**config.mk**
```make
export PLATFORM = sky130hd
export DESIGN_NAME = chan_mux_scan_flat
export DESIGN_NICKNAME = d
export VERILOG_FILES = /design/src/rtl/chan_mux_scan_if.sv /design/src/rtl/chan_mux_scan.sv /design/src/flat_wrapper.sv
export SDC_FILE = /design/constraint.sdc
export NUM_CORES = 1
export LEC_CHECK = 0
export ABC_AREA = 1
export ABC_CLOCK_PERIOD_IN_PS = 2300
export CORE_MARGIN = 1.5
export CORE_UTILIZATION = 47
export CTS_CLUSTER_SIZE = 25
export DETAILED_ROUTE_END_ITERATION = 8
export PLACE_DENSITY = 0.8
export SLEW_MARGIN = 20
export SYNTH_ARGS = -nofsm -noshare
export SYNTH_HDL_FRONTEND = slang
export SYNTH_SLANG_ARGS = --single-unit
```
**constraint.sdc**
```tcl
create_clock -name clock -period 2.3 [get_ports clock]
set_input_delay 0.575 -clock clock [delete_from_list [all_inputs] [get_ports clock]]
set_output_delay 0.575 -clock clock [all_outputs]
set_load 0.02 [all_outputs]
```
**src/rtl/chan_mux_scan_if.sv**
```systemverilog
// Bus bundle for chan_mux_scan: the packed channel inputs and the registered selection results.
// The master drives the channels and controls, and the slave (the mux) returns results plus debug state.
interface chan_mux_scan_if #(
  parameter int WIDTH = 4,
  parameter int NCH   = 4
);
  localparam int SELW = (NCH > 1) ? $clog2(NCH) : 1;

  logic [NCH*WIDTH-1:0] data_in;
  logic [SELW-1:0]      sel;
  logic                 mode;
  logic                 hold;

  // valid has no ready partner. It rises on the first non-held cycle after reset.
  // From then on, data_out/chan_out always carry a sampled value, and it only returns to 0 on reset.
  logic [WIDTH-1:0]     data_out;
  logic [SELW-1:0]      chan_out;
  logic                 valid;
  logic                 wrap;
  logic                 err;

  logic                 dbg_scan;
  logic [SELW-1:0]      dbg_idx;
  logic [7:0]           dbg_cnt;

  modport master (
    output data_in, sel, mode, hold,
    input  data_out, chan_out, valid, wrap, err, dbg_scan, dbg_idx, dbg_cnt
  );

  modport slave (
    input  data_in, sel, mode, hold,
    output data_out, chan_out, valid, wrap, err, dbg_scan, dbg_idx, dbg_cnt
  );
endinterface

```
**src/rtl/chan_mux_scan.sv**
```systemverilog
// Registered N-channel mux with two modes: a manual select mode and an auto-scan mode with a programmable dwell.
// All outputs are flops; the mode history restarts the scan at channel 0 whenever auto-scan is (re)entered.
module chan_mux_scan #(
  parameter int WIDTH = 4,
  parameter int NCH   = 4,
  parameter int DWELL = 8
) (
  input  logic            clock,
  input  logic            resetn,
  chan_mux_scan_if.slave  bus
);
  localparam int SELW = (NCH > 1) ? $clog2(NCH) : 1;
  localparam int CNTW = 8;
  localparam logic [CNTW-1:0] DWELL_LAST = CNTW'(DWELL - 1);
  localparam logic [SELW-1:0] IDX_LAST   = SELW'(NCH - 1);

  typedef enum logic {ST_MANUAL = 1'b0, ST_SCAN = 1'b1} state_t;

  state_t          state_q;
  logic [SELW-1:0] idx_q;
  logic [CNTW-1:0] cnt_q;
  logic [WIDTH-1:0] data_q;
  logic [SELW-1:0] chan_q;
  logic            valid_q;
  logic            wrap_q;
  logic            err_q;

  logic            restart;
  logic [SELW-1:0] cur_idx;
  logic [CNTW-1:0] cur_cnt;
  logic [WIDTH-1:0] man_data;
  logic [WIDTH-1:0] scan_data;
  logic            sel_ok;

  always_comb begin
    restart   = (state_q == ST_MANUAL);
    cur_idx   = restart ? '0 : idx_q;
    cur_cnt   = restart ? '0 : cnt_q;
    sel_ok    = (int'(bus.sel) < NCH);
    man_data  = '0;
    scan_data = '0;
    for (int k = 0; k < NCH; k++) begin
      if (bus.sel == SELW'(k)) man_data  = bus.data_in[k*WIDTH +: WIDTH];
      if (cur_idx == SELW'(k)) scan_data = bus.data_in[k*WIDTH +: WIDTH];
    end
  end

  always_ff @(posedge clock) begin
    if (!resetn) begin
      state_q <= ST_MANUAL;
      idx_q   <= '0;
      cnt_q   <= '0;
      data_q  <= '0;
      chan_q  <= '0;
      valid_q <= 1'b0;
      wrap_q  <= 1'b0;
      err_q   <= 1'b0;
    end else if (bus.hold) begin
      wrap_q <= 1'b0;
    end else if (!bus.mode) begin
      state_q <= ST_MANUAL;
      idx_q   <= '0;
      cnt_q   <= '0;
      data_q  <= man_data;
      chan_q  <= bus.sel;
      valid_q <= 1'b1;
      wrap_q  <= 1'b0;
      err_q   <= !sel_ok;
    end else begin
      state_q <= ST_SCAN;
      data_q  <= scan_data;
      chan_q  <= cur_idx;
      valid_q <= 1'b1;
      err_q   <= 1'b0;
      // While scanning, the only way to hold index 0 with a zero count is a wrap from NCH-1.
      wrap_q  <= !restart && (idx_q == '0) && (cnt_q == '0);
      if (cur_cnt == DWELL_LAST) begin
        cnt_q <= '0;
        idx_q <= (cur_idx == IDX_LAST) ? '0 : cur_idx + 1'b1;
      end else begin
        cnt_q <= cur_cnt + 1'b1;
      end
    end
  end

  assign bus.data_out = data_q;
  assign bus.chan_out = chan_q;
  assign bus.valid    = valid_q;
  assign bus.wrap     = wrap_q;
  assign bus.err      = err_q;
  assign bus.dbg_scan = (state_q == ST_SCAN);
  assign bus.dbg_idx  = idx_q;
  assign bus.dbg_cnt  = cnt_q;
endmodule

```
**src/flat_wrapper.sv**
```systemverilog
// flat-port wrapper written by rule: the top's interface ports become plain ports
module chan_mux_scan_flat 
#(
  parameter int WIDTH = 4,
  parameter int NCH   = 4,
  parameter int DWELL = 8
)
  (clock, resetn, bus_data_in, bus_sel, bus_mode, bus_hold, bus_data_out, bus_chan_out, bus_valid, bus_wrap, bus_err, bus_dbg_scan, bus_dbg_idx, bus_dbg_cnt);
  chan_mux_scan_if #(.WIDTH(WIDTH), .NCH(NCH)) bus_i ();
  input  logic clock;
  input  logic resetn;
  input wire logic [$bits(bus_i.data_in)-1:0] bus_data_in;
  input wire logic [$bits(bus_i.sel)-1:0] bus_sel;
  input wire logic [$bits(bus_i.mode)-1:0] bus_mode;
  input wire logic [$bits(bus_i.hold)-1:0] bus_hold;
  output wire logic [$bits(bus_i.data_out)-1:0] bus_data_out;
  output wire logic [$bits(bus_i.chan_out)-1:0] bus_chan_out;
  output wire logic [$bits(bus_i.valid)-1:0] bus_valid;
  output wire logic [$bits(bus_i.wrap)-1:0] bus_wrap;
  output wire logic [$bits(bus_i.err)-1:0] bus_err;
  output wire logic [$bits(bus_i.dbg_scan)-1:0] bus_dbg_scan;
  output wire logic [$bits(bus_i.dbg_idx)-1:0] bus_dbg_idx;
  output wire logic [$bits(bus_i.dbg_cnt)-1:0] bus_dbg_cnt;
  assign bus_i.data_in = bus_data_in;
  assign bus_i.sel = bus_sel;
  assign bus_i.mode = bus_mode;
  assign bus_i.hold = bus_hold;
  assign bus_data_out = bus_i.data_out;
  assign bus_chan_out = bus_i.chan_out;
  assign bus_valid = bus_i.valid;
  assign bus_wrap = bus_i.wrap;
  assign bus_err = bus_i.err;
  assign bus_dbg_scan = bus_i.dbg_scan;
  assign bus_dbg_idx = bus_i.dbg_idx;
  assign bus_dbg_cnt = bus_i.dbg_cnt;
  chan_mux_scan #(.WIDTH(WIDTH), .NCH(NCH), .DWELL(DWELL)) u_core (.clock(clock), .resetn(resetn), .bus(bus_i));
endmodule
```
# Yosys cells after proc, flatten, opt, wreduce, memory -nomap -nowiden
# Cells that the tools add are included.
dict set report totals {
  output_inout_bits 20
  n_memories 0
  word_cells 46
  regBits 19
  ramBits 0
  latch_bits 0
  mem_bits_ro 0
}
dict set report op_classes {
  n_reduce_logical 8
  n_mul 0
  shift 0
  add_sub_neg 2
  muxes 18
  eq_ne 8
  order_cmp 0
  n_div 0
  n_bitwise 3
}
# op count
set op_table {}
lappend op_table {{4-bit 2-to-1 mux} 9}
lappend op_table {{8-bit 2-to-1 mux} 3}
lappend op_table {{2-bit 2-to-1 mux} 5}
lappend op_table {{8-bit by 1-bit adder with 8-bit output, second input constant} 1}
lappend op_table {{2-bit equality test, second input constant} 4}
lappend op_table {{8-bit by 3-bit equality test with 1-bit output, second input constant} 1}
lappend op_table {{8-bit logical NOT} 1}
lappend op_table {{2-bit logical NOT} 3}
lappend op_table {{2-bit by 1-bit equality test with 1-bit output, second input constant} 2}
lappend op_table {{1-bit inverter} 3}
lappend op_table {{3-bit OR reduction} 1}
lappend op_table {{2-bit by 1-bit adder with 2-bit output, second input constant} 1}
lappend op_table {{1-bit logical AND} 2}
lappend op_table {{2-bit by 1-bit inequality test with 1-bit output, second input constant} 1}
lappend op_table {{2-bit AND reduction} 1}
lappend op_table {{1-bit 2-to-1 mux} 1}

# Logic depth before layout (Yosys ltp)
# Gate-level depths: netlist (run 1).
dict set report logic_depth {
  word_depth 7
  depth_mapped 12
  mapped_depth_nobuf 10
}

# Least setup slack after synthesis (run 1)
# OpenSTA, ideal clock, no wires.
dict set report synth_timing {
  path_type {reg-to-reg}
  from {register u_core.state_q, in the netlist u_core.bus.dbg_scan}
  to {register u_core.idx_q[0], in the netlist u_core.bus.dbg_idx[0]}
  path_slack_ps 541
  t_arrival_ps 1629
  path_buffers 2
  setup_ps 131
  path_stages_with_launch 13
  period_less_slack_ps 1759
  path_cell_list {dfxtp_1 > buf_6 > buf_4 > nand2_1 > inv_1 > ha_1 > inv_1 > nor2_4 > nand2_2 > nand2_2 > nand2_1 > nand2_1 > a21oi_2}
}
dict set report synth_via {
  elab_chain_len 5
  elab_cells_between_ends 10
}
# element line_no
set synth_lines {}
lappend synth_lines {{start: declaration} chan_mux_scan.sv:19} ;# state_t state_q;
lappend synth_lines {{start signal: assignment} chan_mux_scan.sv:50} ;# state_q <= ST_MANUAL;
lappend synth_lines {{start signal: assignment} chan_mux_scan.sv:61} ;# state_q <= ST_MANUAL;
lappend synth_lines {{start signal: assignment} chan_mux_scan.sv:70} ;# state_q <= ST_SCAN;
lappend synth_lines {{2-bit 2-to-1 mux} chan_mux_scan.sv:37} ;# cur_idx = restart ? '0 : idx_q;
lappend synth_lines {{2-bit by 1-bit adder with 2-bit output / 2-bit equality test (equally long branches)} chan_mux_scan.sv:79} ;# idx_q <= (cur_idx == IDX_LAST) ? '0 : cur_idx + 1'b1;
lappend synth_lines {{2-bit 2-to-1 mux} chan_mux_scan.sv:79}
lappend synth_lines {{2-bit 2-to-1 mux} chan_mux_scan.sv:77} ;# if (cur_cnt == DWELL_LAST) begin
lappend synth_lines {{2-bit 2-to-1 mux} chan_mux_scan.sv:60} ;# end else if (!bus.mode) begin
lappend synth_lines {{end signal: assignment} chan_mux_scan.sv:79}
lappend synth_lines {{end: declaration} chan_mux_scan.sv:20} ;# logic [SELW-1:0] idx_q;
# Several ways; a longest one is shown, not always the timed one. The select of a mux whose other input is x is not followed.
# A chain may end at the register's enable or synchronous reset.

# Worst setup path after layout (run 1)
dict set report layout_timing {
  from {register u_core.cnt_q[3], in the netlist u_core.bus.dbg_cnt[3]}
  to {output bus_dbg_cnt[3]}
}
# element line_no
set layout_lines {}
lappend layout_lines {{start: declaration} chan_mux_scan.sv:21} ;# logic [CNTW-1:0] cnt_q;
lappend layout_lines {{start signal: assignment} chan_mux_scan.sv:81} ;# cnt_q <= cur_cnt + 1'b1;
lappend layout_lines {{end: declaration} flat_wrapper.sv:23} ;# output wire logic [$bits(bus_i.dbg_cnt)-1:0] bus_dbg_cnt;
# No word-level cell between the ends.

==> insert_results.sql, run 1 <==
INSERT INTO impl_metrics (metric_group, metric, value, unit) VALUES
('die', 'top_level_ports', '42', ''),
('sta', 'layout_setup_ws', '0.1564', 'ns'),
('clocking', 'clk_root_buffer_cell', 'sky130_fd_sc_hd__clkbuf_4', ''),
('run', 'cap_violations', '0', ''),
('clocking', 'cts-root-to-sink-buffers', '2', ''),
('critical_path', 'r2r_start', 'u_core.bus.dbg_scan$_SDFFE_PN0N_', ''),
('synthesis', 'post_synth_inst_count', '212', ''),
('status', 'outcome', 'completed', ''),
('sta', 'fmax', '466.5', 'MHz'),
('finish', 'area_growth', '31.55', '%'),
('synthesis', 'synth_top_area_frac', '0.2764', ''),
('grt', 'grt_start_max_net_pins', '15', ''),
('worst_hold_path', 'worstHoldPathType', 'flip-flop to flip-flop', ''),
('die', 'core-area', '0.002758', 'mm^2'),
('drt', 'vias_per_cell', '5.338', ''),
('sta', 'final_max_slew_viol_count', '0', ''),
('place', 'detailed_place_hpwl', '2656', 'um'),
('synthesis', 'synthDominantAreaCellType', 'sky130_fd_sc_hd__dfxtp_1', ''),
('clocking', 'ctsHtreeMaxLevel', '1', ''),
('synthesis', 'ys_top_cells_by_area', 'sky130_fd_sc_hd__dfxtp_1 28%, sky130_fd_sc_hd__nand2_1 12%, sky130_fd_sc_hd__a21oi_1 11%, sky130_fd_sc_hd__nand3_1 8.0%, sky130_fd_sc_hd__o21ai_0 6.5%', ''),
('clocking', 'clock_insertion_delay_at_the_later_pin_of_the_skew_report', '0.30', 'ns'),
('pwr', 'post-layout-total-power', '0.0007091', 'W'),
('sta', 'post-route-period-util', '0.9320', ''),
('critical_path', 'worst-r2r-cell-count', '10', ''),
('sta', 'finalCriticalPeriod', '2.144', 'ns'),
('finish', 'layout.cells.most_common', 'sky130_fd_sc_hd__nand2_1', ''),
('sta', 'finClkSkew', '0.01270', 'ns'),
('critical_path', 'kind_of_end_point_of_the_critical_path', 'output port', ''),
('critical_path', 'cp_slowest_stage_delay', '0.68', 'ns'),
('finish', 'finish.utilization', '0.6565', ''),
('drt', 'firstDrtPassIters', '4', ''),
('pwr', 'total_power_per_unit_cell_area', '391.7', 'mW/mm^2'),
('critical_path', 'worstSetupStartpointType', 'flip-flop', ''),
('clocking', 'clock_transition_time_at_the_flip_flop_clock_pins_of_the_worst_setup_and_hold_paths', '0.11', 'ns'),
('pwr', 'clkPwrFrac', '0.240', ''),
('clocking', 'holdBufCountCts', '0', ''),
('synthesis', 'ys_seq_area_frac', '0.2764', ''),
('critical_path', 'worst_ep_arrival_time', '1.57', 'ns'),
('synthesis', 'netlist_area', '0.001376', 'mm^2'),
('finish', 'finish.net_count', '278', ''),
('drt', 'drc', '0', ''),
('finish', 'post_route_cells_drive_above_1_share', '0.08400', ''),
('synthesis', 'postSynthAreaPerCell', '6.492', 'um^2'),
('drt', 'drt-total-wl', '3525', 'um'),
('sta', 'setup_total_negative_slack', '0', 'ns'),
('die', 'placementRows', '19', ''),
('die', 'chipHeight', '57.12', 'um'),
('pwr', 'p_switching', '0.0002118', 'W'),
('grt', 'number_of_antenna_violations_at_the_first_check_in_global_routing', '0', ''),
('pwr', 'comb_power_share', '0.259', ''),
('clocking', 'cts_tree', 'done', ''),
('critical_path', 'crit_path_max_fanout', '9', ''),
('critical_path', 'worst_path_max_delay_cell', 'sky130_fd_sc_hd__clkdlybuf4s50_1', ''),
('synthesis', 'postSynthNetCount', '239', ''),
('grt', 'grt_overflow_total', '0', ''),
('pwr', 'internal_pwr_total', '0.0004973', 'W'),
('sta', 'rsz0062_at_grt', 'false', ''),
('clocking', 'total_cts_buffers', '3', ''),
('pwr', 'power.ir.vdd_worst', '0.4723', 'mV'),
('drt', 'routed-via-count', '1500', ''),
('critical_path', 'worstSetupPathType', 'flip-flop to output port', ''),
('die', 'floorplan.initialDensity', '0.4991', ''),
('grt', 'grt.total_usage', '0.2208', ''),
('place', 'routability_congestion_estimate_from_global_placement', '0.9045', ''),
('clocking', 'clkSinkCount', '19', ''),
('critical_path', 'reg2reg_to', 'u_core.bus.data_out[0]$_SDFFE_PN0N_', ''),
('drt', 'route.detailed.wl_per_inst', '12.54', 'um'),
('finish', 'most-common-layout-cells', '44 x sky130_fd_sc_hd__nand2_1, 40 x sky130_fd_sc_hd__clkdlybuf4s50_1, 29 x sky130_fd_sc_hd__a21oi_1, 23 x sky130_fd_sc_hd__inv_1, 22 x sky130_fd_sc_hd__nand3_1', ''),
('pwr', 'switching_power_as_a_share_of_total_power', '0.2987', ''),
('pwr', 'p_leak', '0.8273', 'nW'),
('die', 'design.die.area', '0.003262', 'mm^2');
## worst max-delay path by stage
stage	endpoint	cells past startpoint
finish	bus_dbg_cnt[3]	1
global route	bus_dbg_cnt[3]	1
CTS	bus_dbg_cnt[3]	1
detailed placement	u_core.bus.chan_out[0]$_SDFFE_PN0N_	6
global placement	u_core.bus.chan_out[0]$_SDFFE_PN0N_	6
floorplan	u_core.bus.dbg_idx[0]$_SDFFE_PN0P_	12
## synth_stat cells
cell                       count
sky130_fd_sc_hd__a21oi_2       1
sky130_fd_sc_hd__inv_1        23
sky130_fd_sc_hd__xor2_1        1
sky130_fd_sc_hd__a21oi_1      29
sky130_fd_sc_hd__nand2_1      44
sky130_fd_sc_hd__nand3_1      22
sky130_fd_sc_hd__nand2_2       3
sky130_fd_sc_hd__buf_6         1
sky130_fd_sc_hd__a32o_1        1
sky130_fd_sc_hd__nor2_1       18
sky130_fd_sc_hd__ha_1          5
sky130_fd_sc_hd__a21oi_4       1
sky130_fd_sc_hd__conb_1        1
sky130_fd_sc_hd__buf_4         4
sky130_fd_sc_hd__nor4_1        1
sky130_fd_sc_hd__clkbuf_1      2
sky130_fd_sc_hd__nand3b_1      2
sky130_fd_sc_hd__o21ai_0      18
sky130_fd_sc_hd__nand3_2       2
sky130_fd_sc_hd__buf_2         4
sky130_fd_sc_hd__dfxtp_1      19
sky130_fd_sc_hd__nor2_4        3
sky130_fd_sc_hd__nand2_4       3
sky130_fd_sc_hd__nand4_1       4
## flip-flops by register name, indices dropped and copies added, names as in the netlist
signal and flops:
u_core.bus.chan_out 2, u_core.bus.wrap 1, u_core.bus.data_out 4, u_core.bus.dbg_cnt 8, u_core.bus.dbg_idx 2, u_core.bus.dbg_scan 1, u_core.bus.valid 1
## area by class of cell
type | instances | area [um^2]
clock buffers | 4 | 26.28
fillers | 251 | 947.2
inverters | 23 | 86.33
multi-input cells | 159 | 840.8
flip-flops and latches | 19 | 380.4
well taps | 31 | 38.79
repair buffers | 45 | 437.9
## power by group through the flow
stage | clock network (W) | logic [W] | registers, W
2_1_floorplan | 0 | 0.0000880 | 0.000374
3_3_place_gp | 0 | 0.000181 | 0.000362
3_5_place_dp | 0 | 0.000182 | 0.000363
4_1_cts | 0.000172 | 0.000183 | 0.000355
5_1_grt | 0.000188 | 0.000200 | 0.000357
6_report | 0.000170 | 0.000183 | 0.000355
## metrics by stage
step                area [um^2]  hold slack, ns  instances
finish                     1810          0.4888        281
detailed placement         1784          0.4687        277
global route               1810          0.5522        281
floorplan                  1376          0.5551        212
global placement           1784          0.4687        277
CTS                        1810          0.4972        281
## cell families (layout without fill, tap and decap cells)
logic type      count (synthesis)  after routing  synth area share
simple gates                  102            102            0.3600
compound gates                 50             50            0.1964
fa+ha+maj                       5              5           0.04545
xor+xnor                        1              1          0.006365
other cells                     1              1          0.002725
buf+inv                        34             72            0.1127
flops                          19             19            0.2764
## tightest hold or removal path, cell delays in order, from the launching register on
cell and delay, ns:
sky130_fd_sc_hd__dfxtp_1 0.34, sky130_fd_sc_hd__nor2_1 0.05, sky130_fd_sc_hd__nor2_1 0.07
## layer usage
layer	up-vias	share of wire	routed length [um]	track usage
li1	771	-	-	-
met5	-	0	0	0
met2	56	0.41	1454	0.3317
met4	0	0.0037	13	0.03987
met3	2	0.082	288	0.05442
met1	671	0.50	1768	0.3258
No activity file was read; power rests on OpenSTA's default activity.
==> run 2: changes to the inputs <==
Settings changed: CORE_MARGIN 1.5 to 2, CORE_UTILIZATION 47 to 46, PLACE_DENSITY 0.8 to 0.79.
==> run 2 against run 1 <==
- the flow now finishes with violations (DRC)
- sequential share of layout area down 0.19 points
- worst hold slack better by 0.013 ns
- clock power about the same
- die area up 5.6%
- non-clock buffer count up 2
- count of clock-buffer cells in the layout down 1
- core utilization down 0.53 points
- power up 0.26%
- largest cell class unchanged
- highest routed layer unchanged
==> insert_results.sql, run 2 (synthesis results as in run 1) <==
INSERT INTO impl_metrics (metric_group, metric, value, unit) VALUES
('clocking', 'holdBufCountCts', '0', ''),
('critical_path', 'reg2reg_to', 'u_core.bus.data_out[0]$_SDFFE_PN0N_', ''),
('pwr', 'total_power_per_unit_cell_area', '389.2', 'mW/mm^2'),
('sta', 'setup_viol', '0', ''),
('finish', 'most-common-layout-cells', '44 x sky130_fd_sc_hd__nand2_1, 40 x sky130_fd_sc_hd__clkdlybuf4s50_1, 29 x sky130_fd_sc_hd__a21oi_1, 23 x sky130_fd_sc_hd__inv_1, 22 x sky130_fd_sc_hd__nand3_1', ''),
('grt', 'number_of_antenna_violations_at_the_first_check_in_global_routing', '0', ''),
('clocking', 'cts_tree', 'done', ''),
('die', 'design.die.area', '0.003446', 'mm^2'),
('critical_path', 'worst_ep_arrival_time', '1.53', 'ns'),
('finish', 'finish.net_count', '280', ''),
('pwr', 'post-layout-total-power', '0.0007110', 'W'),
('finish', 'finalNonFillerCells', '283', ''),
('finish', 'area_growth', '32.73', '%'),
('critical_path', 'critical_path.n_buffers_inverters', '1', ''),
('die', 'core-area', '0.002805', 'mm^2'),
('critical_path', 'worst-endpoint-required', '1.73', 'ns'),
('worst_hold_path', 'hold_end', 'u_core.bus.valid$_SDFFE_PN0N_', ''),
('sta', 'fmax', '474.0', 'MHz'),
('drt', 'routed-via-count', '1512', ''),
('clocking', 'total_cts_buffers', '3', ''),
('critical_path', 'rrSetupSlack', '0.60', 'ns'),
('drt', 'firstDrtPassIters', '6', ''),
('critical_path', 'worst-r2r-cell-count', '11', ''),
('place', 'place_ws', '0.3946', 'ns'),
('critical_path', 'worst_path_max_delay_cell', 'sky130_fd_sc_hd__clkdlybuf4s50_1', ''),
('drt', 'route.detailed.wl_per_inst', '12.41', 'um'),
('clocking', 'clock_transition_time_at_the_flip_flop_clock_pins_of_the_worst_setup_and_hold_paths', '0.11', 'ns'),
('sta', 'setup_total_negative_slack', '0', 'ns'),
('clocking', 'clkSinkCount', '19', ''),
('die', 'floorplan.initialDensity', '0.4906', ''),
('clocking', 'clk_root_buffer_cell', 'sky130_fd_sc_hd__clkbuf_4', ''),
('pwr', 'switching_power_as_a_share_of_total_power', '0.3013', ''),
('critical_path', 'worst_path_dominant_cell_family', 'buffers and inverters', ''),
('die', 'chipHeight', '58.70', 'um'),
('sta', 'timing.final.hold_violations', '0', ''),
('pwr', 'comb_power_share', '0.265', ''),
('pwr', 'power.ir.vdd_worst', '0.2901', 'mV'),
('sta', 'rsz0062_at_grt', 'false', ''),
('grt', 'grt.total_usage', '0.2218', ''),
('die', 'die_w', '58.70', 'um'),
('place', 'routability_congestion_estimate_from_global_placement', '0.9435', ''),
('pwr', 'p_leak', '0.8401', 'nW'),
('sta', 'finalCriticalPeriod', '2.110', 'ns'),
('drt', 'remaining_antenna_violation_count', '0', ''),
('critical_path', 'kind_of_end_point_of_the_critical_path', 'output port', ''),
('place', 'buffer_ports.inserted', '40', ''),
('die', 'placementRows', '19', ''),
('clocking', 'clock_insertion_delay_at_the_later_pin_of_the_skew_report', '0.30', 'ns'),
('critical_path', 'path_cells', 'clkdlybuf4s50_1', ''),
('clocking', 'cts.repair_timing.setup_buffer_count', '0', ''),
('critical_path', 'r2r_start', 'u_core.bus.dbg_scan$_SDFFE_PN0N_', ''),
('critical_path', 'worstSetupStartpointType', 'flip-flop', ''),
('sta', 'post-route-period-util', '0.9172', ''),
('critical_path', 'worstSetupPathType', 'flip-flop to output port', ''),
('drt', 'drc', '4', ''),
('pwr', 'internal_pwr_total', '0.0004967', 'W'),
('clocking', 'cts-root-to-sink-buffers', '2', ''),
('drt', 'count_of_routing_violations_after_the_opening_detailed_route_iteration', '91', ''),
('drt', 'drt-total-wl', '3512', 'um'),
('critical_path', 'cp_slowest_stage_delay', '0.68', 'ns'),
('pwr', 'p_switching', '0.0002142', 'W'),
('finish', 'largest_reg_flops', '8', ''),
('critical_path', 'timing.critical_path.depth', '1', ''),
('critical_path', 'crit_path_max_fanout', '9', ''),
('worst_hold_path', 'worstHoldPathType', 'flip-flop to flip-flop', ''),
('run', 'cap_violations', '0', ''),
('clocking', 'ctsHtreeMaxLevel', '1', ''),
('pwr', 'clkPwrFrac', '0.238', ''),
('finish', 'post_route_cells_drive_above_1_share', '0.09524', ''),
('sta', 'finClkSkew', '0.004346', 'ns'),
('pwr', 'seqPwrFrac', '0.497', ''),
('place', 'detailed_place_hpwl', '2757', 'um'),
('grt', 'grt_start_max_net_pins', '15', ''),
('status', 'violations_in_the_final_reports', 'DRC', ''),
('clocking', 'post_cts_resized', '0', ''),
('status', 'outcome', 'complete, but fails checks', ''),
('sta', 'layout_setup_ws', '0.1904', 'ns'),
('finish', 'antenna-diode-count', '0', ''),
('finish', 'layout.cells.most_common', 'sky130_fd_sc_hd__nand2_1', ''),
('grt', 'grt_pass1_wl', '5982', 'um'),
('drt', 'vias_per_cell', '5.343', ''),
('worst_hold_path', 'timing.hold.worst_path_depth', '2', ''),
('grt', 'via_count_of_the_first_global_routing_pass', '1375', ''),
('place', 'placed_cells', '279', ''),
('worst_hold_path', 'hp-start', 'u_core.bus.valid$_SDFFE_PN0N_', ''),
('die', 'top_level_ports', '42', ''),
('grt', 'grt_overflow_total', '0', ''),
('sta', 'final_max_slew_viol_count', '0', '');
[run 2: cell type report]
cell class,count,area [um^2]
Fill cell,265,978.4
Multi-Input combinational cell,159,840.8
Timing Repair Buffer,47,452.9
Sequential cell,19,380.4
Inverter,23,86.33
Tap cell,31,38.79
Clock buffer,3,22.52
Clock inverter,1,5.005
[run 2: how the worst max path moves through the flow]
stage / from / endpoint / slack, ns
floorplan: u_core.bus.dbg_scan$_SDFFE_PN0N_ / u_core.bus.dbg_idx[0]$_SDFFE_PN0P_ / 0.54
global placement: bus_mode / u_core.bus.chan_out[0]$_SDFFE_PN0N_ / 0.37
detailed placement: bus_mode / u_core.bus.chan_out[0]$_SDFFE_PN0N_ / 0.39
CTS: u_core.bus.dbg_cnt[3]$_SDFFE_PN0N_ / bus_dbg_cnt[3] / 0.19
global route: u_core.bus.dbg_cnt[3]$_SDFFE_PN0N_ / bus_dbg_cnt[3] / 0.13
finish: u_core.bus.dbg_cnt[3]$_SDFFE_PN0N_ / bus_dbg_cnt[3] / 0.19
[run 2: power by group through the flow]
stage | combinational, W | clock, W | sequential (W)
4_1_cts | 0.000187 | 0.000178 | 0.000353
6_report | 0.000188 | 0.000169 | 0.000353
3_3_place_gp | 0.000185 | 0 | 0.000361
2_1_floorplan | 0.0000880 | 0 | 0.000374
3_5_place_dp | 0.000186 | 0 | 0.000361
5_1_grt | 0.000207 | 0.000192 | 0.000356
[run 2: metal layers]
layer	global-route usage	wire length (um)	vias to the layer above
met2	0.3435	1393	50
met3	0.03297	235	4
met1	0.3211	1849	684
met4	0.06169	34	0
met5	0	0	-
li1	-	-	774
[run 2: tightest hold or removal path, stage by stage (launching register included)]
cell and delay, ns:
sky130_fd_sc_hd__dfxtp_1 0.33, sky130_fd_sc_hd__nor2_1 0.10, sky130_fd_sc_hd__nor2_1 0.05
[run 2: stage by stage]
stage / area [um^2] / hold slack [ns] / utilization
after floorplan: 1376 / 0.5551 / -
after global placement: 1799 / 0.4644 / 0.6414
after detailed placement: 1799 / 0.4671 / 0.6414
after CTS: 1827 / 0.4981 / 0.6512
after global routing: 1827 / 0.5380 / 0.6512
final: 1827 / 0.5016 / 0.6512
==> run 3: changes to the inputs <==
Settings changed: CORE_ASPECT_RATIO set to 0.5, SETUP_SLACK_MARGIN set to 0.02.
==> run 3 against run 2 <==
- the flow now finishes without violations
- first-iteration DRC count decreased by 16%
- global-route usage rose by 0.15 points
- clock power rose by 43%
- via count increased by 2.1%
- maximum frequency about the same
- final cell count increased by 1.4%
- clock skew rose by 0.0040 ns
- power up 9.9%
- core utilization increased by 2.5 points
- combinational power about the same
- critical path depth stayed put
- routed wire length is 7.1% higher
==> insert_results.sql, run 3 (synthesis results as in run 1) <==
INSERT INTO impl_metrics (metric_group, metric, value, unit) VALUES
('place', 'placed_cells', '283', ''),
('pwr', 'power.ir.vdd_worst', '0.2351', 'mV'),
('finish', 'antenna-diode-count', '0', ''),
('critical_path', 'kind_of_end_point_of_the_critical_path', 'output port', ''),
('worst_hold_path', 'worstHoldPathType', 'flip-flop to flip-flop', ''),
('clocking', 'holdBufCountCts', '0', ''),
('drt', 'route.detailed.wl_per_inst', '13.11', 'um'),
('place', 'detailed_place_hpwl', '2823', 'um'),
('finish', 'finish.utilization', '0.6766', ''),
('sta', 'fmax', '473.6', 'MHz'),
('place', 'routability_congestion_estimate_from_global_placement', '0.9046', ''),
('die', 'die_w', '81.36', 'um'),
('sta', 'setup_total_negative_slack', '0', 'ns'),
('finish', 'post_route_cells_drive_above_1_share', '0.08800', ''),
('critical_path', 'worstSetupStartpointType', 'flip-flop', ''),
('die', 'floorplan.initialDensity', '0.5067', ''),
('clocking', 'clock_insertion_delay_at_the_later_pin_of_the_skew_report', '0.26', 'ns'),
('critical_path', 'path_cells', 'clkdlybuf4s50_1', ''),
('drt', 'remaining_antenna_violation_count', '0', ''),
('drt', 'count_of_routing_violations_after_the_opening_detailed_route_iteration', '76', ''),
('sta', 'post-route-period-util', '0.9181', ''),
('grt', 'grt.total_usage', '0.2232', ''),
('finish', 'area_growth', '33.55', '%'),
('critical_path', 'worst_path_max_delay_cell', 'sky130_fd_sc_hd__clkdlybuf4s50_1', ''),
('clocking', 'total_cts_buffers', '3', ''),
('sta', 'finalCriticalPeriod', '2.112', 'ns'),
('finish', 'finish.net_count', '278', ''),
('critical_path', 'cp_slowest_stage_delay', '0.69', 'ns'),
('finish', 'finalNonFillerCells', '287', ''),
('grt', 'number_of_antenna_violations_at_the_first_check_in_global_routing', '0', ''),
('clocking', 'cts-root-to-sink-buffers', '2', ''),
('critical_path', 'worst-endpoint-required', '1.73', 'ns'),
('sta', 'setup_viol', '0', ''),
('sta', 'rsz0062_at_grt', 'false', ''),
('drt', 'firstDrtPassIters', '4', ''),
('status', 'outcome', 'completed', ''),
('pwr', 'total_power_per_unit_cell_area', '425.2', 'mW/mm^2'),
('die', 'design.die.area', '0.003472', 'mm^2'),
('clocking', 'clkSinkCount', '19', ''),
('place', 'buffer_ports.inserted', '40', ''),
('critical_path', 'critical_path.n_buffers_inverters', '1', ''),
('drt', 'drc', '0', ''),
('sta', 'final_max_slew_viol_count', '0', ''),
('drt', 'drt-total-wl', '3763', 'um'),
('die', 'core-area', '0.002716', 'mm^2'),
('critical_path', 'crit_path_max_fanout', '9', ''),
('die', 'placementRows', '13', ''),
('critical_path', 'worst_ep_arrival_time', '1.54', 'ns'),
('drt', 'vias_per_cell', '5.380', ''),
('die', 'top_level_ports', '42', ''),
('finish', 'layout.cells.most_common', 'sky130_fd_sc_hd__nand2_1', ''),
('critical_path', 'worst_path_dominant_cell_family', 'buffers and inverters', ''),
('clocking', 'post_cts_resized', '0', ''),
('grt', 'grt_overflow_total', '0', ''),
('finish', 'largest_reg_flops', '8', ''),
('clocking', 'cts.repair_timing.setup_buffer_count', '0', ''),
('grt', 'grt_start_max_net_pins', '15', ''),
('finish', 'fillCellCount', '235', ''),
('die', 'chipHeight', '42.68', 'um'),
('sta', 'finClkSkew', '0.008376', 'ns'),
('clocking', 'ctsHtreeMaxLevel', '1', ''),
('clocking', 'clock_transition_time_at_the_flip_flop_clock_pins_of_the_worst_setup_and_hold_paths', '0.08', 'ns'),
('drt', 'routed-via-count', '1544', ''),
('sta', 'timing.final.hold_violations', '0', ''),
('finish', 'most-common-layout-cells', '44 x sky130_fd_sc_hd__nand2_1, 40 x sky130_fd_sc_hd__clkdlybuf4s50_1, 29 x sky130_fd_sc_hd__a21oi_1, 23 x sky130_fd_sc_hd__inv_1, 22 x sky130_fd_sc_hd__nand3_1', ''),
('grt', 'grt_pass1_wl', '6106', 'um'),
('critical_path', 'worstSetupPathType', 'flip-flop to output port', ''),
('clocking', 'clk_root_buffer_cell', 'sky130_fd_sc_hd__clkbuf_8', ''),
('run', 'cap_violations', '0', ''),
('pwr', 'p_leak', '0.8378', 'nW'),
('grt', 'via_count_of_the_first_global_routing_pass', '1429', ''),
('clocking', 'cts_tree', 'done', '');
run 3: cell count changes in the layout (fill, tap and decap cells not counted), sizes merged:
cell and delta:
buf -2
run 3: stage by stage:
| stage | power [W] | setup slack, ns | hold WS [ns] | cell area (um^2) |
|---|---|---|---|---|
| floorplan | 0.0004620 | 0.5409 | 0.5551 | 1376 |
| global placement | 0.0005433 | 0.3995 | 0.4523 | 1792 |
| detailed placement | 0.0005464 | 0.3474 | 0.4607 | 1792 |
| CTS | 0.0007859 | 0.1918 | 0.4790 | 1838 |
| global route | 0.0008191 | 0.1224 | 0.5209 | 1838 |
| finish | 0.0007816 | 0.1884 | 0.4722 | 1838 |
run 3: layer usage:
layer  vias to the layer above  track usage  wire length [um]
li1                        772            -                 -
met2                        53       0.3918              1748
met1                       717       0.2861              1718
met5                         -            0                 0
met3                         2      0.04894               290
met4                         0      0.03390                 5
run 3: cell type report:
class | instances | area (um^2) | share of cell area
Clock buffer | 3 | 41.29 | 0.02246
Clock inverter | 1 | 5.005 | 0.002723
Inverter | 23 | 86.33 | 0.04697
Multi-Input combinational cell | 159 | 840.8 | 0.4575
Sequential cell | 19 | 380.4 | 0.2069
Tap cell | 37 | 46.29 | 0.02519
Timing Repair Buffer | 45 | 437.9 | 0.2383
run 3: path summary, 6_finish.rpt:
path	to	cells past startpoint	from	slack, ns
max	bus_dbg_cnt[3]	1	u_core.bus.dbg_cnt[3]$_SDFFE_PN0N_	0.19
min	u_core.bus.valid$_SDFFE_PN0N_	2	u_core.bus.valid$_SDFFE_PN0N_	0.47
max reg2reg	u_core.bus.dbg_idx[1]$_SDFFE_PN0P_	10	u_core.bus.dbg_scan$_SDFFE_PN0N_	0.66
min reg2reg	u_core.bus.valid$_SDFFE_PN0N_	2	u_core.bus.valid$_SDFFE_PN0N_	0.47
run 3: power by group:
part | switching, W | internal (W) | leakage, nW
combinational | 0.0000990 | 0.0000872 | 0.657
sequential | 0.0000120 | 0.000342 | 0.156
clock | 0.000120 | 0.000121 | 0.0255
total | 0.000231 | 0.000550 | 0.838
